**src/rtl/rotator_rr_scheduler.sv**
```systemverilog
// rotator_rr_scheduler: round-robin arbiter in front of a single shared
// 8-bit rotator. One operation is in flight at a time (IDLE -> EXEC -> RESP);
// the winner's operand is rotated and returned with its requester ID.
// Optional build macro ROT_LEFT_EN adds a per-requester rotate-left select
// (req_dir) and echoes the latched direction on res_dir.
module rotator_rr_scheduler #(
  parameter int N   = 4,
  parameter int IDW = 2
) (
  input  logic             clk,
  input  logic             reset,
`ifdef ROT_LEFT_EN
  input  logic [N-1:0]     req_dir,
  output logic             res_dir,
`endif
  input  logic [N-1:0]     req_valid,
  output logic [N-1:0]     req_ready,
  input  logic [8*N-1:0]   req_data,
  input  logic [3*N-1:0]   req_amt,
  output logic             res_valid,
  input  logic             res_ready,
  output logic [7:0]       res_data,
  output logic [IDW-1:0]   res_id
);

  typedef enum logic [1:0] {IDLE, EXEC, RESP} state_t;

  state_t                 state_q;
  logic [IDW-1:0]         ptr_q;
  logic [IDW-1:0]         ptr_d;
  logic [7:0]             op_q;
  logic [2:0]             amt_q;
  logic [IDW-1:0]         id_q;
  logic                   res_valid_q;
  logic [7:0]             res_data_q;
  logic [IDW-1:0]         res_id_q;
  logic                   dir_q;
  logic                   res_dir_q;

  logic                   grant_vld;
  logic [IDW-1:0]         grant_idx;
  logic [7:0]             sel_data;
  logic [2:0]             sel_amt;
  logic                   sel_dir;
  logic [7:0]             rot_result;

  // Rotate right: the doubled word shifted right leaves the wrapped bits in the low byte.
  function automatic logic [7:0] rot_right(input logic [7:0] x, input logic [2:0] a);
    logic [15:0] t;
    t = {x, x} >> a;
    return t[7:0];
  endfunction

  // Rotate left: the doubled word shifted left leaves the wrapped bits in the high byte.
  function automatic logic [7:0] rot_left(input logic [7:0] x, input logic [2:0] a);
    logic [15:0] t;
    t = {x, x} << a;
    return t[15:8];
  endfunction

  // Round-robin search: first valid requester starting at ptr, wrapping mod N.
  always_comb begin
    logic [IDW-1:0] idx;
    grant_vld = 1'b0;
    grant_idx = '0;
    idx       = '0;
    for (int k = 0; k < N; k++) begin
      idx = IDW'((int'(ptr_q) + k) % N);
      if (!grant_vld && req_valid[idx]) begin
        grant_vld = 1'b1;
        grant_idx = idx;
      end
    end
  end

  // Winner's operand, amount and direction, selected with constant slices.
  always_comb begin
    sel_data = '0;
    sel_amt  = '0;
    sel_dir  = 1'b0;
    for (int i = 0; i < N; i++) begin
      if (grant_idx == IDW'(i)) begin
        sel_data = req_data[8*i +: 8];
        sel_amt  = req_amt[3*i +: 3];
`ifdef ROT_LEFT_EN
        sel_dir  = req_dir[i];
`endif
      end
    end
  end

  // One-hot accept, only while idle and never while reset is held.
  always_comb begin
    req_ready = '0;
    for (int i = 0; i < N; i++) begin
      req_ready[i] = (state_q == IDLE) && !reset && grant_vld && (grant_idx == IDW'(i));
    end
  end

  // Pointer moves to the requester after the winner, wrapping at N-1.
  always_comb begin
    ptr_d = (grant_idx == IDW'(N - 1)) ? '0 : grant_idx + 1'b1;
  end

  // Shared rotator on the latched operand; direction fixed right unless left is enabled.
  always_comb begin
`ifdef ROT_LEFT_EN
    rot_result = dir_q ? rot_left(op_q, amt_q) : rot_right(op_q, amt_q);
`else
    rot_result = rot_right(op_q, amt_q);
`endif
  end

  // Control FSM: grant and latch, compute, then hold the result until accepted.
  always_ff @(posedge clk or posedge reset) begin
    if (reset) begin
      state_q     <= IDLE;
      ptr_q       <= '0;
      op_q        <= '0;
      amt_q       <= '0;
      id_q        <= '0;
      dir_q       <= 1'b0;
      res_valid_q <= 1'b0;
      res_data_q  <= '0;
      res_id_q    <= '0;
      res_dir_q   <= 1'b0;
    end else begin
      case (state_q)
        IDLE: begin
          if (grant_vld) begin
            op_q    <= sel_data;
            amt_q   <= sel_amt;
            id_q    <= grant_idx;
            dir_q   <= sel_dir;
            ptr_q   <= ptr_d;
            state_q <= EXEC;
          end
        end
        EXEC: begin
          res_data_q  <= rot_result;
          res_id_q    <= id_q;
          res_dir_q   <= dir_q;
          res_valid_q <= 1'b1;
          state_q     <= RESP;
        end
        RESP: begin
          if (res_ready) begin
            res_valid_q <= 1'b0;
            state_q     <= IDLE;
          end
        end
        default: state_q <= IDLE;
      endcase
    end
  end

  assign res_valid = res_valid_q;
  assign res_data  = res_data_q;
  assign res_id    = res_id_q;
`ifdef ROT_LEFT_EN
  assign res_dir   = res_dir_q;
`else
  // Direction is only observable when rotate-left is built in.
  logic unused_dir;
  assign unused_dir = res_dir_q ^ sel_dir;
`endif

endmodule

```
**config.mk**
```make
export PLATFORM = sky130hd
export DESIGN_NAME = rotator_rr_scheduler
export DESIGN_NICKNAME = d
export VERILOG_FILES = /design/src/rtl/rotator_rr_scheduler.sv
export SDC_FILE = /design/constraint.sdc
export NUM_CORES = 1
export LEC_CHECK = 0
export ABC_AREA = 0
export BUFFER_PORTS_ARGS = -buffer_cell sky130_fd_sc_hd__buf_2
export CORE_MARGIN = 2
export CORE_UTILIZATION = 33
export DETAILED_ROUTE_END_ITERATION = 10
export HOLD_SLACK_MARGIN = 0.15
export PLACE_DENSITY = 0.69
export SETUP_SLACK_MARGIN = 0.4
export SLEW_MARGIN = 0
export SYNTH_ARGS = -nofsm -noshare
export SYNTH_HDL_FRONTEND = slang
export SYNTH_SLANG_ARGS = --single-unit
```
**constraint.sdc**
```tcl
create_clock -name clk -period 2.25 [get_ports clk]
set_clock_uncertainty 0.15 [all_clocks]
set_input_delay 0.1125 -clock clk [delete_from_list [all_inputs] [get_ports clk]]
set_output_delay 0.1125 -clock clk [all_outputs]
set_load 0.02 [all_outputs]
```
==> summary.md <==
| Metric | Value |
|---|---|
| Pin count of the biggest net entering global routing | `22` |
| Seq/Total Area, Yosys | `0.368` |
| Clk sink count | `28` |
| Total CTS buffers | `3` |
| Post-synthesis cell count | `211` |
| Top_reg_cell synth | `dfrtp_1` |
| Final Hold Fails | `0` |
| Maximum clock path buffer count | `2` |
| Max incr delay on CP | `0.42 ns` |
| Vias in the first global route | `2,064` |
| RSZ-0062 raised after global routing | `true` |
| IO buf count | `65` |
| Root buf cell | `clkbuf_8` |
| Crit path required time | `1.99 ns` |
| Placer Congestion | `0.820` |
| Sw Share | `0.424` |
| Antenna viol nets, final | `0` |
| Via/cell ratio | `5.40` |
| Drt wl/cell | `16.3 um` |
| Critical path endpoint category | `primary output` |
| PwrDens | `1310 nW/um2` |
| Final setup fails | `0` |
| Min-delay src | `req_amt[5]` |
| Crit. Startpoint | `ptr_q[1]$_DFFE_PP0P_` |
| Count leader, synth | `dfrtp_1` |
| CP Class | `flop to primary output` |
| Post-synth EDFFs | `0` |
| Seq cells post-synth | `28` |
| Setup TNS | `0 ns` |
| Top cell type's share of synthesized area | `0.368` |
| DPL Wire Length | `3.59 mm` |
| Headroom to the max-slew limit | `0.582` |
| Reg clk slew, reported paths | `0.11 ns` |
| R2R depth | `9` |
| Syn Nets | `266` |
| FF-to-FF setup slack | `0.05 ns` |
| Mean post-synth cell area | `9.03 um2` |
| Layout area overhead | `66.8%` |
| Clock Power Share | `0.099` |
| IO Count | `66` |
| Ys async rst share | `1.00` |
| Util after Layout | `0.573` |
| Fraction of layout cells with a size suffix above 1 | `0.423` |
| H-tree depth | `1` |
| Yosys warning total | `0` |
| R2r startpoint | `ptr_q[1]$_DFFE_PP0P_` |
| Maxcap violations | `0` |
| CTS tree | `built` |
| Crit-path slowest cell | `dfrtp_2` |
| R2r endpoint | `op_q[1]$_DFFE_PP0P_` |
| Final period util | `0.999` |
| Slew Limit Fails | `0` |
| Die height | `80.0 um` |
| Die area | `6390 um2` |
| Final WL | `6.48 mm` |
| Fill count | `484` |
| Area of the multi-input gates | `1220 um2` |
| Sequential Area | `702 um2` |
| Leak Pwr | `1.40 nW` |
| Total track usage | `0.196` |
| Switch Pwr | `1.77 mW` |
| Seq pwr share | `0.237` |
| Max Fclk | `445 MHz` |
| VDD IR max | `0.535 mV` |
| Die X-Extent | `80.0 um` |
| CP Cell Sequence | `mux2i_1 > nor2_2 > or3_4 > ha_4 > buf_12 > and3_4 > buf_6` |
| Initial Util | `0.344` |
| Area of the mapped netlist | `1900 um2` |
| Unique cell type count in the Yosys netlist | `33` |
| Core area | `5540 um2` |
| Initial DRC count | `128` |
| Hold Path Class | `primary input to flop` |
| Placement-stage cell area | `2340 um2` |
| Clock latency on the worst-skew pair | `0.29 ns` |
| Status | `completed` |
| Worst setup endpoint | `req_ready[0]` |
| CP Launch Type | `flop` |
| Fin nets | `380` |
| Worst slew pin tran | `0.627 ns` |
| Grt ovf | `0` |
| Max Fanout on Critical Path | `5` |
| Tmin final | `2.25 ns` |
| DRC | `0` |
| DRT Pass-1 Iters | `4` |
| Post-route cell area | `3180 um2` |
| Synth area leader | `dfrtp_1` |
| Site Rows | `27` |
| Cell internal pwr | `2.41 mW` |
| Initial antenna violation count | `0` |
| Comb pwr share | `0.664` |
| First-pass GRT wire length | `9.80 mm` |
| Area contributors post-synth | `dfrtp_1, a21oi_1, a31oi_2` |
| Post-synth top cells | `dfrtp_1, a21oi_1, nand2_1` |
| CP Data Arrival Time | `1.99 ns` |
| Via count | `2,145` |
## metal layers
layer,GRT usage,part of all wire,vias to the layer above
li1,-,-,1019
met1,0.241,0.43,1010
met2,0.349,0.50,99
met3,0.0271,0.050,17
met4,0.0610,0.022,0
met5,0,0,-
## placed cells by master, fill, tap and decap left out, types with 2 or more instances in the layout
cell type,netlist,layout
inv_1,14,14
nand2b_1,6,4
a31oi_2,9,9
nor2_2,0,2
nand3b_1,11,11
a21oi_4,0,2
mux2_2,10,10
buf_4,0,14
a31oi_1,2,2
a221o_1,11,11
buf_2,4,61
buf_6,1,3
dlygate4sd3_1,0,37
dfrtp_1,28,27
and3_4,0,2
or2_1,3,2
a21oi_1,26,24
o22ai_1,16,16
nand2b_4,0,2
clkbuf_8,0,3
ha_4,0,3
o21ai_0,3,3
nand2_1,22,21
nand2_2,1,2
buf_8,0,2
buf_12,0,5
o31ai_1,9,9
## per-stage QoR
stage	power (mW)	hold WS, ns	std cells	worst slack, ns
floorplan	2.64	0.0527	211	0.169
global placement	3.08	-0.0154	337	0.0500
detailed placement	3.12	-0.0178	337	-0.00410
CTS	3.97	0.164	392	0.0373
global route	4.45	0.193	396	-0.0624
finish	4.17	0.154	397	0.00147
## worst min-delay path by stage
stage	slack, ns	cells after the start	to
after CTS	0.16	4	amt_q[2]$_DFFE_PP0P_
after global placement	-0.02	2	op_q[1]$_DFFE_PP0P_
after global routing	0.19	4	op_q[0]$_DFFE_PP0P_
final	0.15	4	amt_q[2]$_DFFE_PP0P_
after detailed placement	-0.02	2	op_q[1]$_DFFE_PP0P_
after floorplan	0.05	1	amt_q[0]$_DFFE_PP0P_
## worst max-delay path, delay by kind of cell, from the launching register on
family	cells	cell delay [ns]
adders and majority gates	1	0.19
and+or+nand+nor	3	0.60
buffers and inverters	2	0.25
DFF	1	0.42
muxes	1	0.24
## power groups by stage
stage	clock network [mW]	logic, mW	registers [mW]
3_3_place_gp	0	2.11	0.972
4_1_cts	0.410	2.58	0.984
3_5_place_dp	0	2.13	0.994
5_1_grt	0.432	2.98	1.04
2_1_floorplan	0	1.60	1.04
6_report	0.414	2.77	0.990
## sequential cells by signal, summed over array words and instances, names as in the netlist
register / flops
res_valid: 1
state_q: 2
id_q: 2
op_q: 8
res_data: 8
amt_q: 3
ptr_q: 2
res_id: 2
## final cells by class
class | count | share of cell area
Antenna cell | 1 | 0.000788
Clock buffer | 3 | 0.0130
Clock inverter | 1 | 0.00946
Inverter | 15 | 0.0177
Multi-Input combinational cell | 152 | 0.385
Sequential cell | 28 | 0.221
Tap cell | 72 | 0.0284
Timing Repair Buffer | 125 | 0.324
## cells by family (layout without fill, tap and decap cells)
| group | Yosys count | count (layout) | share of synthesized area |
|---|---|---|---|
| buf+inv | 31 | 144 | 0.0677 |
| fa+ha+maj | 4 | 4 | 0.0263 |
| compound gates | 80 | 80 | 0.307 |
| simple gates | 56 | 56 | 0.159 |
| mux | 12 | 12 | 0.0723 |
| other cells | 0 | 1 | 0 |
| flops | 28 | 28 | 0.368 |
## repair_timing
item,in CTS,in global routing
pin swaps,23,7
cloned,2,1
hold endpoints to repair,42,0
gates resized for setup,24,14
hold buffers,37,0
setup endpoints to repair,15,17
buffers inserted,12,3
Note: power is estimated with default switching activity, not from simulation.
